==> config.mk <==
export PLATFORM = sky130hd
export DESIGN_NAME = down_count_monitor
export DESIGN_NICKNAME = d
export VERILOG_FILES = /design/src/rtl/down_count_monitor.sv
export SDC_FILE = /design/constraint.sdc
export NUM_CORES = 1
export LEC_CHECK = 0
export ABC_CLOCK_PERIOD_IN_PS = 1300
export BUFFER_PORTS_ARGS = -buffer_cell sky130_fd_sc_hd__clkbuf_2
export CAP_MARGIN = 10
export CORE_MARGIN = 10
export CORE_UTILIZATION = 35
export DETAILED_ROUTE_END_ITERATION = 8
export PLACE_DENSITY_LB_ADDON = 0.05
export SYNTH_ARGS = -nofsm -noshare
export SYNTH_HDL_FRONTEND = slang
export SYNTH_SLANG_ARGS = --single-unit
==> constraint.sdc <==
create_clock -name clk -period 1.3 [get_ports clk]
set_input_delay 0.195 -clock clk [delete_from_list [all_inputs] [get_ports clk]]
set_output_delay 0.195 -clock clk [all_outputs]
set_load 0.05 [all_outputs]
==> src/rtl/down_count_monitor.sv <==
// -----------------------------------------------------------------------------
// down_count_monitor
//
// Synchronous consumer for a 4-bit asynchronous ripple down-counter.
//
// The raw counter bus is brought into the clk domain through a two-flop
// synchronizer. A value is accepted only after it has been stable for
// STABLE_CYCLES consecutive synchronized samples, which filters out ripple
// transients. Accepted values drive a clean count, a wrap pulse on 0 -> 15,
// a wrap counter and a sticky missed-step flag.
//
// Parameters:
//   STABLE_CYCLES  identical synchronized samples needed to accept (1..15)
//   EXT_W          width of the wrap counter
//
// Ports:
//   clk       in   system clock, all logic on the rising edge
//   rst       in   synchronous active-low reset
//   cnt_in    in   [3:0] raw ripple counter output (asynchronous to clk)
//   clr       in   synchronous clear of ext_cnt and skip_err
//   cnt_q     out  [3:0] last accepted count
//   valid     out  one-cycle pulse: cnt_q took a new value on the last edge
//   wrap      out  one-cycle pulse with valid when the accepted step is 0 -> 15
//   ext_cnt   out  [EXT_W-1:0] number of wraps, modulo 2^EXT_W
//   skip_err  out  sticky: an accepted step was not old-1 mod 16
//   zero      out  level, high while cnt_q == 0
//
// Handshake: valid is a producer-only strobe with no ready. The consumer must
// sample cnt_q, wrap and ext_cnt in the cycle valid is high; there is no
// backpressure and nothing is held for a late consumer.
// -----------------------------------------------------------------------------
module down_count_monitor #(
    parameter int STABLE_CYCLES = 2,
    parameter int EXT_W         = 8
) (
    input  logic             clk,
    input  logic             rst,
    input  logic [3:0]       cnt_in,
    input  logic             clr,
    output logic [3:0]       cnt_q,
    output logic             valid,
    output logic             wrap,
    output logic [EXT_W-1:0] ext_cnt,
    output logic             skip_err,
    output logic             zero
);

    localparam logic [3:0] RUN_MAX = 4'(STABLE_CYCLES);

    // Synchronizer stages. s1 may go metastable; only s2 is used downstream.
    logic [3:0] s1;
    logic [3:0] s2;

    // Stability filter: current candidate and how long it has been seen.
    logic [3:0] cand;
    logic [3:0] run;

    // Decisions taken from registered state only.
    logic       accept;
    logic       wrap_cond;
    logic       skip_cond;
    logic [3:0] expect_next;

    always_comb begin
        accept      = 1'b0;
        wrap_cond   = 1'b0;
        skip_cond   = 1'b0;
        expect_next = cnt_q - 4'd1;
        // A candidate that equals the current count is a return to an
        // already-accepted value and must not generate a new valid.
        accept      = (run == RUN_MAX) && (cand != cnt_q);
        wrap_cond   = (cnt_q == 4'd0) && (cand == 4'd15);
        skip_cond   = (cand != expect_next);
    end

    always_ff @(posedge clk) begin
        if (!rst) begin
            s1       <= 4'd0;
            s2       <= 4'd0;
            cand     <= 4'd0;
            // Starting saturated with cand == cnt_q == 0 matches the source
            // counter's own reset value, so nothing is accepted until the
            // synchronized input actually moves.
            run      <= RUN_MAX;
            cnt_q    <= 4'd0;
            valid    <= 1'b0;
            wrap     <= 1'b0;
            ext_cnt  <= '0;
            skip_err <= 1'b0;
        end else begin
            s1 <= cnt_in;
            s2 <= s1;

            // Any change of the synchronized value restarts the window.
            if (s2 != cand) begin
                cand <= s2;
                run  <= 4'd1;
            end else if (run != RUN_MAX) begin
                run <= run + 4'd1;
            end

            valid <= accept;
            wrap  <= accept && wrap_cond;

            if (accept) begin
                cnt_q <= cand;
            end

            // clr dominates the wrap counter even on a coincident wrap.
            if (clr) begin
                ext_cnt <= '0;
            end else if (accept && wrap_cond) begin
                ext_cnt <= ext_cnt + EXT_W'(1);
            end

            // A new skip dominates clr so an error is never silently lost.
            if (accept && skip_cond) begin
                skip_err <= 1'b1;
            end else if (clr) begin
                skip_err <= 1'b0;
            end
        end
    end

    assign zero = (cnt_q == 4'd0);

endmodule

======== Word level (Yosys, flattened, before mapping) ========
Index checks and enable logic that the tools add are counted.
operators by class
  mux-type cells .......................... 4
  bitwise gates (word level) .............. 1
  reductions and logical operators ........ 9
  add/subtract/negate cells ............... 3
  equality and inequality tests ........... 6
operators with widths
  cell                                                                      number
  4-bit inequality test                                                     3
  8-bit by 1-bit adder with 8-bit output (second input constant)            1
  4-bit by 1-bit adder with 4-bit output (second input constant)            1
  4-bit by 2-bit equality test with 1-bit output (second input constant)    1
  4-bit equality test (second input constant)                               1
  1-bit logical AND                                                         4
  4-bit logical NOT                                                         1
  2-bit two-way mux                                                         2
  4-bit by 2-bit inequality test with 1-bit output (second input constant)  1
  2-bit nonzero test                                                        2
  2-bit OR reduction                                                        2
  4-bit by 1-bit subtractor with 4-bit output (second input constant)       1
  1-bit two-way mux                                                         2
  1-bit inverter                                                            1
storage, ports and cells
  output and inout bits ................... 16
  input bits .............................. 7
  register bits ........................... 31
  logic and storage cells ................. 33

======== Longest topological paths before layout ========
  word-level depth ........................ 4
  mapped depth ............................ 7
  depth with buffers taken out ............ 6

======== Worst setup path after synthesis ========
Ideal clock, no wire load.
  path type ............................... reg2reg
  start point ............................. register cnt_q[0]
  end point ............................... register ext_cnt[3]
  cell stages (with the launch flop) ...... 8
  path slack .............................. -1.013 ns
  arrival ................................. 2.193 ns
  data required time ...................... 1.180 ns
  library setup time ...................... 0.120 ns
  period minus slack after synthesis ...... 2.313 ns
  path buffers ............................ 1
  path through ............................ dfxtp_1 -> inv_1 -> ha_1 -> nor3b_2 -> and3_1 -> buf_4 -> nand4_1 -> mux2i_1
between the ends
  word-level cells in the longest chain between the ends .. 3
  elaborated cells between the ends (all ways) .. 5
  those cells by class .................... eq/ne: 1; reduce/logical: 4
RTL lines
  element                 RTL line  text
  start, declared         40        output logic [3:0] cnt_q,
  start signal, assigned  106       cnt_q <= cand;
  4-bit logical NOT       --
  via zero                45        output logic zero
  1-bit logical AND       72        wrap_cond = (cnt_q == 4'd0) && (cand == 4'd15);
  1-bit logical AND       112       end else if (accept && wrap_cond) begin
  end signal, assigned    113       ext_cnt <= ext_cnt + EXT_W'(1);
  end, declared           43        output logic [EXT_W-1:0] ext_cnt,
The timed path passes the listed nets, and every way through them passes these cells.
A chain may end at the register's enable or synchronous reset.

======== Worst setup path in the final report ========
  start point ............................. register cnt_q[0]
  end point ............................... output zero
between the ends
  word-level cells in the longest chain between the ends .. 1
RTL lines
  element            RTL line  text
  4-bit logical NOT  125       assign zero = (cnt_q == 4'd0);
  end, declared      45
Every way passes these cells.

==> impl_summary.md <==
Outcome
The flow ran to the end, but the final reports show violations. The checks that failed: negative setup slack.

Global routing
The number of global-route vias before repair is 1,007. The initial antenna violation count is 0. The combined global-route utilization of all metal layers is 8.86%.

The first-pass GRT wire length is 4460 um. The maximum number of pins on one net before global-route repair is 14. For this run the aggregate overflow at the end of global routing stands at 0.

Timing
The worst setup slack after layout is -0.178 ns. The worst hold margin is 0.118 ns. Setup violations remaining at the end of the flow were counted as 11. Setup repair after global routing could not meet its margin everywhere. The number of pins exceeding their max-slew limit in the final report is 0. The post-layout minimum cycle time is 1.48 ns. For the final routed database, the setup TNS stands at -1.35 ns. The final hold violation count is 0. The highest clock frequency the design can meet is 0.676 GHz. The part of the cycle the worst path needs is 114%. The headroom to the max-slew limit is 80.9%.

The transition at the pin with the smallest max-transition slack is 0.286 ns. The clock arrives with 0.00592 ns of skew.

Floorplan
The die outline area is 6470 um^2. In this run the horizontal extent of the chip is 80.4 um. Row generation in the floorplan step produced 21 rows.

The core region is 3440 um^2. For this design the top-level I/O count stands at 23. The initial standard-cell utilization of the core is 37.1%.

In this run the vertical extent of the chip is 80.4 um.

Detailed routing
The routed layout has 1,048 vias. Once detail routing completed, the nets flagged for antenna violations numbered 0. For this run, design rule violations remaining after detail routing come to 0. The first detailed-routing pass took 4 iterations. The total wire length after detailed routing is 2680 um. In this run, the number of DRC markers left after iteration 0 of detailed routing was 27. Dividing the detail-routed wire length by the instance count gives 11.8 um. Using the TritonRoute via totals, the vias-per-cell ratio works out to 4.64.

Synth
The commonest cells after synthesis are sky130_fd_sc_hd__dfxtp_1, sky130_fd_sc_hd__nor2_1, sky130_fd_sc_hd__and2_1. After synthesis, the cell types taking the most area are sky130_fd_sc_hd__dfxtp_1, sky130_fd_sc_hd__mux2i_1, sky130_fd_sc_hd__xnor2_1, sky130_fd_sc_hd__and2_1, sky130_fd_sc_hd__xor2_1. When the netlist entered floorplanning its net count stood at 140.

The synthesized netlist devotes 3.92% of its cell area to adder and majority cells. After synthesis the cells add up to 1280 um^2. The library cell occupying the most area in the post-synthesis netlist is sky130_fd_sc_hd__dfxtp_1. The multiplexer share of the synthesized area is 6.27%. The total number of yosys warnings is 0. The combinational family with the most area after synthesis is simple AND/OR/NAND/NOR gates. The average cell area after synthesis is 9.90 um^2. Yosys mapped the design onto 24 distinct sky130hd cell types. The number of enable flip-flop cells after synthesis is 0. The most used flip-flop cell after synthesis is sky130_fd_sc_hd__dfxtp_1. For this run, the register share of the synthesized area comes to 48.6%. The synthesized netlist devotes 11.0% of its cell area to XOR and XNOR gates.

The simple logic cell fraction of the synthesized area is 24.9%. The async set or reset register ratio after synthesis is 0%. The synthesized netlist devotes 2.94% of its cell area to compound gates. In this run, synthesis produced a sequential element count of 31. The share of synthesized area in the top cell type comes to 48.6%.

The most repeated cell in the gate-level netlist after synthesis is sky130_fd_sc_hd__dfxtp_1. The number of instances in the synthesized netlist is 129.

Cells and area
The diode insertion count for antenna repair is 0. Registers take 634 um^2. The core occupancy in the finished layout is 53.7%.

Summing all multi-input logic gate instances after layout gives 691 um^2. The total number of nets in the final design is 190. The filler cells instantiated in the layout total 343. Compared with the post-synthesis result, the final layout area differs by 44.8%. Cells with a size suffix above 1 make up 42.8% of the layout.

Power
The cell leakage power is 0.862 nW. The power after layout is 0.00232 W. The peak supply drop is 0.000807 V. The ratio of total power to cell area is 1260 nW/um^2.

CTS
The clock root buffer is sky130_fd_sc_hd__clkbuf_8. The CTS clock-pin slew for the worst setup and hold paths is 0.06 ns. TritonCTS built the clock tree.

The number of clock buffers added by TritonCTS is 5. The number of hold buffers added after cts is 0. The clock latency on the worst-skew pair is 0.28 ns.

The number of levels the H-tree was split into is 2. For this design, the sink count on the clock tree is 31. The number of buffers on the longest clock path is 2.

Worst setup path
In this run the worst path has a maximum fanout of 2. STA classifies the critical path startpoint as a register. STA puts the critical path data required time at 1.11 ns. The capturing element type of the critical path is a primary output.

At the worst endpoint, the arrival time is 1.28 ns. The type of the setup path with the least slack is register to primary output.

Worst hold path
The worst hold path belongs to the class input pin to register.

Placement
Port buffering added 22 buffers. The weighted congestion reported at the end of routability-driven placement is 0.720. Once detailed placement completed, the half-perimeter wirelength came to 2000 um.

Run
The max-capacitance violation count is 0.
-- placed cells by master (no fill, tap or decap), types with 2 or more instances in the layout --
master and n:
sky130_fd_sc_hd__nor3b_4 2, sky130_fd_sc_hd__nand4_1 8, sky130_fd_sc_hd__dfxtp_2 5, sky130_fd_sc_hd__buf_6 7, sky130_fd_sc_hd__clkbuf_2 20, sky130_fd_sc_hd__mux2i_1 8
sky130_fd_sc_hd__and3_1 3, sky130_fd_sc_hd__xnor2_1 8, sky130_fd_sc_hd__dfxtp_4 2, sky130_fd_sc_hd__xor2_1 7, sky130_fd_sc_hd__clkbuf_8 5, sky130_fd_sc_hd__dfxtp_1 24
sky130_fd_sc_hd__and2_1 12, sky130_fd_sc_hd__a21oi_1 3, sky130_fd_sc_hd__or2_2 5, sky130_fd_sc_hd__nand2_1 5, sky130_fd_sc_hd__buf_4 17, sky130_fd_sc_hd__inv_4 2
sky130_fd_sc_hd__ha_4 2, sky130_fd_sc_hd__ha_1 2, sky130_fd_sc_hd__nor2_1 15
-- worst paths after layout --
kind	slack, ns	to	cells after the start	startpoint
setup / recovery	-0.18	zero	5	cnt_q[0]$_SDFFE_PN0P_
hold reg to reg	0.43	s2[0]$_SDFF_PN0_	1	s1[0]$_SDFF_PN0_
hold / removal	0.12	s1[0]$_SDFF_PN0_	2	cnt_in[0]
setup reg to reg	-0.17	ext_cnt[3]$_SDFFE_PP0P_	7	cnt_q[0]$_SDFFE_PN0P_
-- layer usage --
layer | global-route usage, % | routed length, um | vias up
li1 | - | - | 529
met1 | 9.37 | 1150 | 490
met2 | 14.3 | 1270 | 24
met3 | 4.23 | 218 | 5
met4 | 4.75 | 39 | 0
met5 | 0 | 0 | -
-- timing repair --
item,4_1_cts,5_1_grt
resized for setup,18,7
buffers inserted,7,3
pin swaps,9,3
hold endpoints to repair,0,0
endpoints found under the setup margin,11,16
-- cell type report --
class                           count  area share [%]
Tap cell                           46            3.11
Clock inverter                      3            2.10
Timing Repair Buffer               46            18.3
Inverter                            4            1.08
Sequential cell                    31            34.3
Clock buffer                        5            3.72
Multi-Input combinational cell     91            37.3
-- logic make-up (layout without fill, tap and decap cells) --
group | count (synthesis) | in the layout
flops | 31 | 31
simple gates | 57 | 57
buf+inv | 7 | 58
xor+xnor | 16 | 16
mux | 8 | 8
compound gates | 6 | 6
fa+ha+maj | 4 | 4
-- worst max-delay path, stage by stage (launching register included) --
cell and delay, ns:
sky130_fd_sc_hd__dfxtp_4 0.35, sky130_fd_sc_hd__inv_4 0.06, sky130_fd_sc_hd__ha_4 0.12, sky130_fd_sc_hd__nor3b_4 0.19, sky130_fd_sc_hd__buf_6 0.13, sky130_fd_sc_hd__clkbuf_16 0.15
-- sequential cells by signal, indices dropped and copies added (netlist names), 4 cells and up --
signal / cells
cnt_q: 4
run: 4
s1: 4
s2: 4
cand: 4
ext_cnt: 8
-- power by group --
part           internal [W]  total, W  switching (W)
combinational      0.000226  0.000410       0.000184
sequential         0.000985   0.00101      0.0000257
clock              0.000560  0.000901       0.000341
-- metrics by stage --
| step | setup slack, ns | std cells | instance area (um^2) |
|---|---|---|---|
| 6_report | -0.178 | 226 | 1850 |
| 3_3_place_gp | -0.185 | 208 | 1570 |
| 4_1_cts | -0.193 | 223 | 1800 |
| 2_1_floorplan | -0.577 | 129 | 1320 |
| 3_5_place_dp | -0.182 | 208 | 1570 |
| 5_1_grt | -0.259 | 226 | 1850 |
Power figures use the tool's default switching activity.
